**src/rtl/uart_pkg.sv**
```systemverilog
// Shared UART definitions: parity modes, receiver state encoding, FIFO entry
// layout and baud-divider helpers used by the RX path (and later the TX path).
package uart_pkg;

  localparam int PAR_NONE      = 0;
  localparam int PAR_ODD       = 1;
  localparam int PAR_EVEN      = 2;
  localparam int MAX_DATA_BITS = 9;

  typedef enum logic [2:0] {
    S_IDLE   = 3'd0,
    S_START  = 3'd1,
    S_DATA   = 3'd2,
    S_PARITY = 3'd3,
    S_STOP   = 3'd4
  } rx_state_e;

  // Data is sized for the widest legal frame; narrower frames are zero-extended.
  typedef struct packed {
    logic                     parity_err;
    logic                     frame_err;
    logic [MAX_DATA_BITS-1:0] data;
  } rx_entry_t;

  // Clock cycles per serial bit.
  function automatic int calc_cycle(input int clk_fre, input int baud_rate);
    return (clk_fre * 1000000) / baud_rate;
  endfunction

  // Assemble one FIFO entry.
  function automatic rx_entry_t make_entry(input logic                     parity_err,
                                           input logic                     frame_err,
                                           input logic [MAX_DATA_BITS-1:0] data);
    rx_entry_t e;
    e.parity_err = parity_err;
    e.frame_err  = frame_err;
    e.data       = data;
    return e;
  endfunction

endpackage

```
**src/rtl/uart_rx_fifo_ctrl_if.sv**
```systemverilog
// Consumer-side handshake of the UART receiver: head-of-FIFO data with its
// error flags, qualified by valid and accepted by ready.
interface uart_rx_fifo_ctrl_if #(
  parameter int DATA_BITS = 8
);
  logic [DATA_BITS-1:0] rx_data;
  logic                 rx_frame_err;
  logic                 rx_parity_err;
  logic                 rx_data_valid;
  logic                 rx_data_ready;

  modport master (
    output rx_data,
    output rx_frame_err,
    output rx_parity_err,
    output rx_data_valid,
    input  rx_data_ready
  );

  modport slave (
    input  rx_data,
    input  rx_frame_err,
    input  rx_parity_err,
    input  rx_data_valid,
    output rx_data_ready
  );
endinterface

```
**src/rtl/uart_sync_fifo.sv**
```systemverilog
// Single-clock show-ahead FIFO. The head entry is always visible on
// o_pop_data; a push is visible the cycle after it is written. Pointers carry
// one extra wrap bit so full and empty can be told apart.
module uart_sync_fifo #(
  parameter int WIDTH = 8,
  parameter int DEPTH = 4
) (
  input  logic                     clk,
  input  logic                     rst,
  input  logic                     i_push,
  input  logic [WIDTH-1:0]         i_push_data,
  input  logic                     i_pop,
  output logic [WIDTH-1:0]         o_pop_data,
  output logic                     o_full,
  output logic                     o_empty,
  output logic [$clog2(DEPTH):0]   o_count
);
  localparam int AW = $clog2(DEPTH);

  if ((DEPTH < 2) || ((DEPTH & (DEPTH - 1)) != 0)) begin : g_chk_depth
    $error("uart_sync_fifo: DEPTH must be a power of two and >= 2");
  end

  logic [WIDTH-1:0] r_mem [DEPTH];
  logic [AW:0]      r_wr_ptr;
  logic [AW:0]      r_rd_ptr;
  logic             w_do_push;
  logic             w_do_pop;

  assign o_empty    = (r_wr_ptr == r_rd_ptr);
  assign o_full     = (r_wr_ptr[AW] != r_rd_ptr[AW]) &&
                      (r_wr_ptr[AW-1:0] == r_rd_ptr[AW-1:0]);
  assign w_do_pop   = i_pop & ~o_empty;
  // A simultaneous pop frees the slot, so a push on a full FIFO still lands.
  assign w_do_push  = i_push & (~o_full | w_do_pop);
  assign o_pop_data = r_mem[r_rd_ptr[AW-1:0]];
  assign o_count    = r_wr_ptr - r_rd_ptr;

  // Advance write/read pointers on accepted push/pop.
  always_ff @(posedge clk or posedge rst) begin
    if (rst) begin
      r_wr_ptr <= '0;
      r_rd_ptr <= '0;
    end else begin
      if (w_do_push) r_wr_ptr <= r_wr_ptr + (AW+1)'(1);
      if (w_do_pop)  r_rd_ptr <= r_rd_ptr + (AW+1)'(1);
    end
  end

  // Storage; cleared on reset so the head reads 0 before the first push.
  always_ff @(posedge clk or posedge rst) begin
    if (rst) begin
      for (int i = 0; i < DEPTH; i++) r_mem[i] <= '0;
    end else if (w_do_push) begin
      r_mem[r_wr_ptr[AW-1:0]] <= i_push_data;
    end
  end

endmodule

```
**src/rtl/uart_rx_fifo_ctrl.sv**
```systemverilog
// UART receiver: synchronised input, start validation, 3-sample majority vote
// at mid-bit, optional parity and 1/2 stop bits. Completed frames (with their
// error flags) are queued in a FIFO drained by a valid/ready consumer.
module uart_rx_fifo_ctrl
  import uart_pkg::*;
#(
  parameter int CLK_FRE    = 50,
  parameter int BAUD_RATE  = 1500000,
  parameter int DATA_BITS  = 8,
  parameter int PARITY     = 0,
  parameter int STOP_BITS  = 1,
  parameter int FIFO_DEPTH = 4
) (
  input  logic                clk,
  input  logic                rst,
  input  logic                rx_pin,
  uart_rx_fifo_ctrl_if.master rx_if,
  output logic                rx_overrun,
  output logic                rx_busy
);
  localparam int          CYCLE      = calc_cycle(CLK_FRE, BAUD_RATE);
  localparam logic [15:0] HALF_CNT   = 16'(CYCLE / 2);
  localparam logic [15:0] LAST_CNT   = 16'(CYCLE - 1);
  localparam int          BW         = $clog2(DATA_BITS);
  localparam logic [BW-1:0] BIT_LAST = BW'(DATA_BITS - 1);
  localparam logic        STOP_LAST  = 1'(STOP_BITS - 1);
  localparam logic        HAS_PARITY = (PARITY != PAR_NONE);
  localparam logic        PAR_IS_ODD = (PARITY == PAR_ODD);

  if (CYCLE < 8) begin : g_chk_cycle
    $error("uart_rx_fifo_ctrl: CLK_FRE*1e6/BAUD_RATE must be >= 8");
  end
  if ((DATA_BITS < 5) || (DATA_BITS > MAX_DATA_BITS)) begin : g_chk_data
    $error("uart_rx_fifo_ctrl: DATA_BITS must be 5..9");
  end
  if ((PARITY < PAR_NONE) || (PARITY > PAR_EVEN)) begin : g_chk_par
    $error("uart_rx_fifo_ctrl: PARITY must be 0, 1 or 2");
  end
  if ((STOP_BITS != 1) && (STOP_BITS != 2)) begin : g_chk_stop
    $error("uart_rx_fifo_ctrl: STOP_BITS must be 1 or 2");
  end

  // Input path
  logic       r_sync0;
  logic       r_sync1;
  logic [1:0] r_hist;
  logic       w_fall;
  logic       w_vote;

  // Bit engine
  rx_state_e            r_state;
  logic [15:0]          r_cnt;
  logic [BW-1:0]        r_bit_cnt;
  logic                 r_stop_cnt;
  logic [DATA_BITS-1:0] r_bits;
  logic                 r_frame_err;
  logic                 r_parity_err;
  logic                 r_busy;
  logic                 r_push;
  rx_entry_t            r_push_entry;
  logic                 w_mid;
  logic                 w_end;

  // FIFO side
  rx_entry_t                    w_head;
  logic                         w_fifo_full;
  logic                         w_fifo_empty;
  logic                         w_pop;
  logic [$clog2(FIFO_DEPTH):0]  w_fifo_count;
  logic                         r_overrun;
  logic                         w_unused_fifo;

  // Two-flop synchroniser plus two older samples; both flops idle high.
  always_ff @(posedge clk or posedge rst) begin
    if (rst) begin
      r_sync0 <= 1'b1;
      r_sync1 <= 1'b1;
      r_hist  <= 2'b11;
    end else begin
      r_sync0 <= rx_pin;
      r_sync1 <= r_sync0;
      r_hist  <= {r_hist[0], r_sync1};
    end
  end

  // Sample window {r_hist[1], r_hist[0], r_sync1} = counts CYCLE/2-2 .. CYCLE/2.
  assign w_fall = r_hist[0] & ~r_sync1;
  assign w_vote = (r_sync1 & r_hist[0]) | (r_sync1 & r_hist[1]) | (r_hist[0] & r_hist[1]);
  assign w_mid  = (r_cnt == HALF_CNT);
  assign w_end  = (r_cnt == LAST_CNT);

  // Receive state machine with registered busy and push outputs.
  always_ff @(posedge clk or posedge rst) begin
    if (rst) begin
      r_state      <= S_IDLE;
      r_cnt        <= 16'd0;
      r_bit_cnt    <= '0;
      r_stop_cnt   <= 1'b0;
      r_bits       <= '0;
      r_frame_err  <= 1'b0;
      r_parity_err <= 1'b0;
      r_busy       <= 1'b0;
      r_push       <= 1'b0;
      r_push_entry <= '0;
    end else begin
      r_push <= 1'b0;
      case (r_state)
        S_IDLE: begin
          r_cnt <= 16'd0;
          if (w_fall) begin
            r_state      <= S_START;
            r_busy       <= 1'b1;
            r_bit_cnt    <= '0;
            r_stop_cnt   <= 1'b0;
            r_frame_err  <= 1'b0;
            r_parity_err <= 1'b0;
          end else begin
            r_busy <= 1'b0;
          end
        end
        S_START: begin
          if (w_mid && w_vote) begin
            // Line back high at mid-bit: glitch, not a start bit.
            r_state <= S_IDLE;
            r_cnt   <= 16'd0;
            r_busy  <= 1'b0;
          end else if (w_end) begin
            r_state <= S_DATA;
            r_cnt   <= 16'd0;
          end else begin
            r_cnt <= r_cnt + 16'd1;
          end
        end
        S_DATA: begin
          // LSB arrives first, so shift in from the top.
          if (w_mid) r_bits <= {w_vote, r_bits[DATA_BITS-1:1]};
          if (w_end) begin
            r_cnt <= 16'd0;
            if (r_bit_cnt == BIT_LAST) begin
              r_state <= HAS_PARITY ? S_PARITY : S_STOP;
            end else begin
              r_bit_cnt <= r_bit_cnt + BW'(1);
            end
          end else begin
            r_cnt <= r_cnt + 16'd1;
          end
        end
        S_PARITY: begin
          if (w_mid) r_parity_err <= (^r_bits) ^ w_vote ^ PAR_IS_ODD;
          if (w_end) begin
            r_state <= S_STOP;
            r_cnt   <= 16'd0;
          end else begin
            r_cnt <= r_cnt + 16'd1;
          end
        end
        S_STOP: begin
          if (w_mid && (r_stop_cnt == STOP_LAST)) begin
            // Leave at mid-bit so a back-to-back start edge is not missed.
            r_push       <= 1'b1;
            r_push_entry <= make_entry(r_parity_err, r_frame_err | ~w_vote,
                                       MAX_DATA_BITS'(r_bits));
            r_state      <= S_IDLE;
            r_cnt        <= 16'd0;
            r_busy       <= 1'b0;
          end else begin
            if (w_mid && !w_vote) r_frame_err <= 1'b1;
            if (w_end) begin
              r_stop_cnt <= r_stop_cnt + 1'b1;
              r_cnt      <= 16'd0;
            end else begin
              r_cnt <= r_cnt + 16'd1;
            end
          end
        end
        default: begin
          r_state <= S_IDLE;
          r_cnt   <= 16'd0;
          r_busy  <= 1'b0;
        end
      endcase
    end
  end

  assign w_pop = ~w_fifo_empty & rx_if.rx_data_ready;

  uart_sync_fifo #(
    .WIDTH ($bits(rx_entry_t)),
    .DEPTH (FIFO_DEPTH)
  ) u_fifo (
    .clk         (clk),
    .rst         (rst),
    .i_push      (r_push),
    .i_push_data (r_push_entry),
    .i_pop       (w_pop),
    .o_pop_data  (w_head),
    .o_full      (w_fifo_full),
    .o_empty     (w_fifo_empty),
    .o_count     (w_fifo_count)
  );

  // Flag a completed frame that found the FIFO full with nothing leaving.
  always_ff @(posedge clk or posedge rst) begin
    if (rst) begin
      r_overrun <= 1'b0;
    end else begin
      r_overrun <= r_push & w_fifo_full & ~w_pop;
    end
  end

  assign rx_if.rx_data       = w_head.data[DATA_BITS-1:0];
  assign rx_if.rx_frame_err  = w_head.frame_err;
  assign rx_if.rx_parity_err = w_head.parity_err;
  assign rx_if.rx_data_valid = ~w_fifo_empty;
  assign rx_overrun          = r_overrun;
  assign rx_busy             = r_busy;

  // Upper data bits and occupancy are not needed by this consumer port.
  assign w_unused_fifo = ^{w_head.data, w_fifo_count};

endmodule

```
**src/flat_wrapper.sv**
```systemverilog
// flat-port wrapper written by rule: the top's interface ports become plain ports
module uart_rx_fifo_ctrl_flat import uart_pkg::*;
#(
  parameter int CLK_FRE    = 50,
  parameter int BAUD_RATE  = 1500000,
  parameter int DATA_BITS  = 8,
  parameter int PARITY     = 0,
  parameter int STOP_BITS  = 1,
  parameter int FIFO_DEPTH = 4
)
  (clk, rst, rx_pin, rx_overrun, rx_busy, rx_if_rx_data, rx_if_rx_frame_err, rx_if_rx_parity_err, rx_if_rx_data_valid, rx_if_rx_data_ready);
  uart_rx_fifo_ctrl_if #(.DATA_BITS(DATA_BITS)) rx_if_i ();
  input  logic clk;
  input  logic rst;
  input  logic rx_pin;
  output logic rx_overrun;
  output logic rx_busy;
  output wire logic [$bits(rx_if_i.rx_data)-1:0] rx_if_rx_data;
  output wire logic [$bits(rx_if_i.rx_frame_err)-1:0] rx_if_rx_frame_err;
  output wire logic [$bits(rx_if_i.rx_parity_err)-1:0] rx_if_rx_parity_err;
  output wire logic [$bits(rx_if_i.rx_data_valid)-1:0] rx_if_rx_data_valid;
  input wire logic [$bits(rx_if_i.rx_data_ready)-1:0] rx_if_rx_data_ready;
  assign rx_if_rx_data = rx_if_i.rx_data;
  assign rx_if_rx_frame_err = rx_if_i.rx_frame_err;
  assign rx_if_rx_parity_err = rx_if_i.rx_parity_err;
  assign rx_if_rx_data_valid = rx_if_i.rx_data_valid;
  assign rx_if_i.rx_data_ready = rx_if_rx_data_ready;
  uart_rx_fifo_ctrl #(.CLK_FRE(CLK_FRE), .BAUD_RATE(BAUD_RATE), .DATA_BITS(DATA_BITS), .PARITY(PARITY), .STOP_BITS(STOP_BITS), .FIFO_DEPTH(FIFO_DEPTH)) u_core (.clk(clk), .rst(rst), .rx_pin(rx_pin), .rx_if(rx_if_i), .rx_overrun(rx_overrun), .rx_busy(rx_busy));
endmodule
```
**config.mk**
```make
export PLATFORM = sky130hd
export DESIGN_NAME = uart_rx_fifo_ctrl_flat
export DESIGN_NICKNAME = d
export VERILOG_FILES = /design/src/rtl/uart_pkg.sv /design/src/rtl/uart_rx_fifo_ctrl_if.sv /design/src/rtl/uart_sync_fifo.sv /design/src/rtl/uart_rx_fifo_ctrl.sv /design/src/flat_wrapper.sv
export SDC_FILE = /design/constraint.sdc
export NUM_CORES = 1
export LEC_CHECK = 0
export ABC_CLOCK_PERIOD_IN_PS = 8900
export CORE_ASPECT_RATIO = 1.4
export CORE_MARGIN = 10
export CORE_UTILIZATION = 65
export DETAILED_ROUTE_END_ITERATION = 10
export PLACE_DENSITY = 0.95
export SYNTH_ARGS = -nofsm -noshare
export SYNTH_HDL_FRONTEND = slang
export SYNTH_SLANG_ARGS = --single-unit
export TNS_END_PERCENT = 100
```
**constraint.sdc**
```tcl
create_clock -name clk -period 8.9 [get_ports clk]
set_input_delay 1.335 -clock clk [delete_from_list [all_inputs] [get_ports clk]]
set_output_delay 1.335 -clock clk [all_outputs]
set_load 0.05 [all_outputs]
```
## After elaboration in Yosys (flattened, before gate mapping)

Cells that the tools add are included.

- Bits in registers: 100
- Output and inout port bits: 13
- Word-level logic and storage cells: 132

- $add $sub $neg: 5
- $lt $le $gt $ge: 3
- Equal/unequal tests: 22
- Muxes and demuxes: 37
- Bitwise gates (word level): 23
- Reduce and logical (&&, ||, !) cells: 20

Operator list:

| cell | number |
|---|---|
| $mux W16 | 3 |
| $pmux W16 S3 | 1 |
| $bwmux W44 | 1 |
| $mux W11 | 3 |
| $mux W3 | 10 |
| $bmux W11 S2 | 1 |
| $demux W11 S2 | 1 |
| $ne A2 B1 Y1 const B | 9 |
| $add A16 B1 Y16 const B | 1 |
| $eq A16 B5 Y1 const B | 1 |
| $eq A16 B6 Y1 const B | 1 |
| $pmux W3 S5 | 1 |
| $reduce_and A4 Y1 | 3 |
| $mux W1 | 11 |
| $add A3 B1 Y3 const B | 3 |
| $and A1 B1 Y1 | 9 |
| $reduce_xor A8 Y1 | 1 |
| $not A1 Y1 | 7 |
| $eq A3 B2 Y1 const B | 2 |
| $eq A3 B3 Y1 const B | 2 |
| $ge A3 B3 Y1 const B | 2 |
| $not A2 Y3 | 2 |
| $pmux W1 S2 | 3 |
| $pmux W3 S2 | 1 |
| other kinds (19) | 31 |

## Depth between registers and ports, before layout

- Depth in word-level cells: 8
- Depth in mapped cells: 7
- Mapped depth without buffers: 6

## Cells and area by module

Synthesis repeated with hierarchy kept, for this count alone.

- Cells, all modules: 364
- Area, all modules: 4906.0 sq um

By module, submodules not included:

| module | times used | cells each | area an instance (sq um) | sequential area each (sq um) |
|---|---|---|---|---|
| uart_sync_fifo | 1 | 154 | 2496.1 | 1251.2 |
| uart_rx_fifo_ctrl | 1 | 210 | 2409.8 | 1256.2 |

## Worst setup path after synthesis

OpenSTA, ideal clock, no wires.

- Kind: register -> output
- Start point: register u_core.u_fifo.r_rd_ptr[0]
- End point: output port rx_if_rx_data[4]
- Arrival: 1.575 ns
- Required time: 7.565 ns
- Setup slack: 5.990 ns
- Stages on the path, launching flop included: 3
- Cell sequence: dfrtp_1 -> buf_1 -> mux4_2

- Word-level cells in the longest chain between the ends: 4

Ends and longest elaborated chain:

| item | line | source |
|---|---|---|
| start: declaration | uart_sync_fifo.sv:26 | `logic [AW:0] r_rd_ptr;` |
| start signal: assignment | uart_sync_fifo.sv:46 | `if (w_do_pop) r_rd_ptr <= r_rd_ptr + (AW+1)'(1);` |
| $not A2 Y3 (not written as such) | uart_sync_fifo.sv:36 | `assign o_pop_data = r_mem[r_rd_ptr[AW-1:0]];` |
| $bmux W11 S2 | uart_sync_fifo.sv:36 |  |
| $mux W11 (not written as such) (2 in a row) | uart_sync_fifo.sv:36 |  |
| end: declaration | flat_wrapper.sv:18 | `output wire logic [$bits(rx_if_i.rx_data)-1:0] rx_if_rx_data;` |

No other way between the ends. The select of a mux whose other input is x is not followed.

## Worst setup path after layout

- Start point: register u_core.u_fifo.r_rd_ptr[0]
- End point: output port rx_if_rx_frame_err

- Word-level cells in the longest chain between the ends: 4

Ends and longest elaborated chain:

| item | line | source |
|---|---|---|
| $not A2 Y3 (not written as such) | uart_sync_fifo.sv:36 |  |
| $bmux W11 S2 | uart_sync_fifo.sv:36 |  |
| $mux W11 (not written as such) (2 in a row) | uart_sync_fifo.sv:36 |  |
| end: declaration | flat_wrapper.sv:19 | `output wire logic [$bits(rx_if_i.rx_frame_err)-1:0] rx_if_rx_frame_err;` |

No other way between the ends. The select of a mux whose other input is x is not followed.

==> impl_metrics.csv <==
group,metric,value,unit
drt,totalWireLength,8010,µm
yosys,yosys-top-cells-count,"92 x dfrtp_1, 51 x mux2_2, 19 x nand2_1",
clocking,clock_latency,370,ps
sta,fin_skew,12.2,ps
clocking,cts.sinks,96,
clocking,cts_inserted_buffers,9,
sta,worst_pin_slew,1120,ps
global_route,grt.overflow.total,0,
global_route,grt_max_degree,62,
global_route,grt_usage,0.156,
floorplanning,die-area,10600,µm²
placed_design,dp_cells,426,
yosys,synth_edf_count,0,
power,finalPower,0.000854,W
power,power.density,174,nW/µm²
sta,rsz0062_at_grt,"false",
clocking,cts.hold.buffers_added,0,
finish,antennaDiodeCount,0,
drt,drt_pass1_iterations,4,
clocking,clk_pin_slew,90,ps
power,pwr-share-comb,0.098,
sta,setup_viol,0,
yosys,ys_ff_latch,96,
finish,fillers,395,
critical_path,r2r_end,"u_core.r_cnt[15]$_DFF_PP0_",
floorplanning,start_util,0.674,
clocking,htreeDepth,3,
power,ir_drop,137,µV
global_route,antenna_found_initial,0,
worst_hold_path,min_from,"u_core.r_sync0$_DFF_PP1_",
drt,drt_iter0_drc,156,
yosys,async_reset_ff_frac,1.00,
power,power_frac_clock,0.351,
drt,via_count,2649,
yosys,synth_area_leader_cell,"dfrtp_1",
critical_path,crit_fanout,13,
sta,period_needed,3790,ps
yosys,synthTopCellsByArea,"dfrtp_1 52%, mux2_2 13%, mux4_2 5.1%",
run,maxCapViolCount,0,
placed_design,place_ws,5470,ps
critical_path,r2r_setup_slack,6410,ps
finish,nNetsFinal,358,
placed_design,dp_hpwl,5560,µm
clocking,cts_tree,"built",
yosys,syn_inst,325,
floorplanning,io_pins,17,
sta,drv_slew,0,
yosys,yosysSeqAreaShare,0.540,
yosys,netlist_area,4460,µm²
worst_hold_path,holdPathEnd,"u_core.r_sync1$_DFF_PP1_",
sta,tns,0,ps
run_status,status,"completed",
critical_path,worst_ep_arrival_time,2460,ps
worst_hold_path,min_path_type,"reg2reg",
yosys,synth_flop_cell,"dfrtp_1",
yosys,synthDistinctLibCells,48,
finish,area_delta_synth_final,10.2,%
critical_path,reg2reg_depth,6,
yosys,yosysTopAreaCellShare,0.517,
drt,vias_per_cell,5.99,
power,p_int,0.000622,W
critical_path,required,7570,ps
yosys,yosysWarnings,0,
power,p_leak,2.26,nW
drt,ant_nets,0,
clocking,clk_path_buf_depth,2,
critical_path,worstSetupPathType,"reg2out",
worst_hold_path,worst_hold_path.num_cells,0,
critical_path,setup.worst_path.start_class,"flop",
critical_path,r2r_start,"u_core.r_cnt[0]$_DFF_PP0_",
floorplanning,core-area,6610,µm²
clocking,root_buffer,"clkbuf_8",
drt,drcViolationCount,0,
clocking,cts_setup_buffers,0,
power,seq_power_share,0.551,
global_route,first_global_vias,2835,
sta,timing_hold_violations_final,0,
finish,drive_above_1_share,0.291,
sta,maxSlewHeadroom,0.250,
sta,setup_ws,5110,ps
drt,wl_per_cell,18.1,µm
critical_path,crit_path_end_kind,"output pin",
sta,post-route-period-util,0.426,
clocking,cts_resized,0,
floorplanning,core.rowCount,35,
placed_design,portBuffers,16,
yosys,yosysMostFrequentCell,"dfrtp_1",
floorplanning,die_y,118,µm
power,switchingPower,0.000232,W
sta,clock.fmax,264,MHz
placed_design,gp_congestion,0.784,
yosys,avgSynthCellArea,13.7,µm²
floorplanning,die_w,90.0,µm
finish,fin_cells,442,
yosys,syn_nets,338,
power,swShare,0.272,
global_route,grt_first_pass_wirelength,13600,µm
[cells by family after synthesis]
logic type / count (synthesis) / synth area share
AND/OR/NAND/NOR: 68 / 0.0963
multiplexers: 73 / 0.215
adder cells (fa/ha/maj): 10 / 0.0275
buffers and inverters: 21 / 0.0202
flip-flops: 96 / 0.540
AO/OA/AOI/OAI: 31 / 0.0461
XOR/XNOR: 26 / 0.0542
[layout by cell type (no fill, tap or decap), types with 3 or more instances in the layout]
| master | n |
|---|---|
| dfrtp_1 | 92 |
| mux2_2 | 51 |
| nand2_1 | 19 |
| xnor2_1 | 18 |
| clkdlybuf4s50_1 | 16 |
| inv_1 | 12 |
| a21oi_1 | 12 |
| mux4_2 | 10 |
| clkbuf_8 | 10 |
| ha_1 | 9 |
| nor2_1 | 8 |
| nand4_1 | 8 |
| mux2_4 | 8 |
| xor2_1 | 7 |
| nand3_1 | 7 |
| nor3_1 | 4 |
| o21ai_0 | 4 |
| mux2i_1 | 4 |
| dfstp_2 | 4 |
| a211oi_1 | 3 |
| nor4_1 | 3 |
[metrics by stage]
step,hold WS [ps],area [µm²],util
finish,360,4910,0.743
floorplan,345,4460,-
global route,368,4910,0.743
detailed placement,349,4700,0.711
CTS,362,4910,0.743
global placement,346,4700,0.711
[worst max-delay path: stages, from the launching register on]
cell             delay [ps]
dfrtp_1                 780
mux4_2                  590
clkdlybuf4s50_1         720
[worst max path at each step]
stage / from / slack, ps / end
floorplan: rst / 5070 / u_core.r_bit_cnt[0]$_DFFE_PP0P_
global placement: u_core.u_fifo.r_rd_ptr[0]$_DFFE_PP0P_ / 5510 / rx_if_rx_frame_err
detailed placement: u_core.u_fifo.r_rd_ptr[0]$_DFFE_PP0P_ / 5470 / rx_if_rx_frame_err
finish: u_core.u_fifo.r_rd_ptr[0]$_DFFE_PP0P_ / 5110 / rx_if_rx_frame_err
CTS: u_core.u_fifo.r_rd_ptr[0]$_DFFE_PP0P_ / 5070 / rx_if_rx_frame_err
global route: u_core.u_fifo.r_rd_ptr[0]$_DFFE_PP0P_ / 4990 / rx_if_rx_frame_err
[sequential cells by signal, indices dropped and copies added, names as in the netlist, 2 cells and up]
register                cells
u_core.u_fifo.r_mem        40
u_core.r_cnt               16
u_core.r_push_entry        10
u_core.r_bits               8
u_core.r_bit_cnt            3
u_core.r_state              3
u_core.u_fifo.r_rd_ptr      3
u_core.u_fifo.r_wr_ptr      3
u_core.r_hist               2
[power groups by stage]
stage	combinational [W]	sequential, W	clock [W]
detailed placement	0.0000821	0.000479	0
global route	0.0000926	0.000474	0.000325
global placement	0.0000761	0.000478	0
finish	0.0000836	0.000471	0.000300
floorplan	0.0000574	0.000480	0
CTS	0.0000842	0.000470	0.000302
[per-layer routing]
layer  vias to the layer above  routed length, µm  global-route usage
met5                         -                  0                   0
li1                       1234                  -                   -
met1                      1357               3300               0.170
met4                         0                157              0.0649
met2                        45               4310               0.279
met3                        13                251              0.0383
[cell type report]
type / instances / area [µm²] / area share
well taps: 92 / 115 / 0.0234
inverters: 13 / 50.0 / 0.0102
multi-input cells: 208 / 1960 / 0.399
flip-flops and latches: 96 / 2410 / 0.490
repair buffers: 17 / 168 / 0.0341
clock buffers: 10 / 138 / 0.0280
clock inverters: 6 / 75.1 / 0.0153
(Power assumes the default switching activity.)
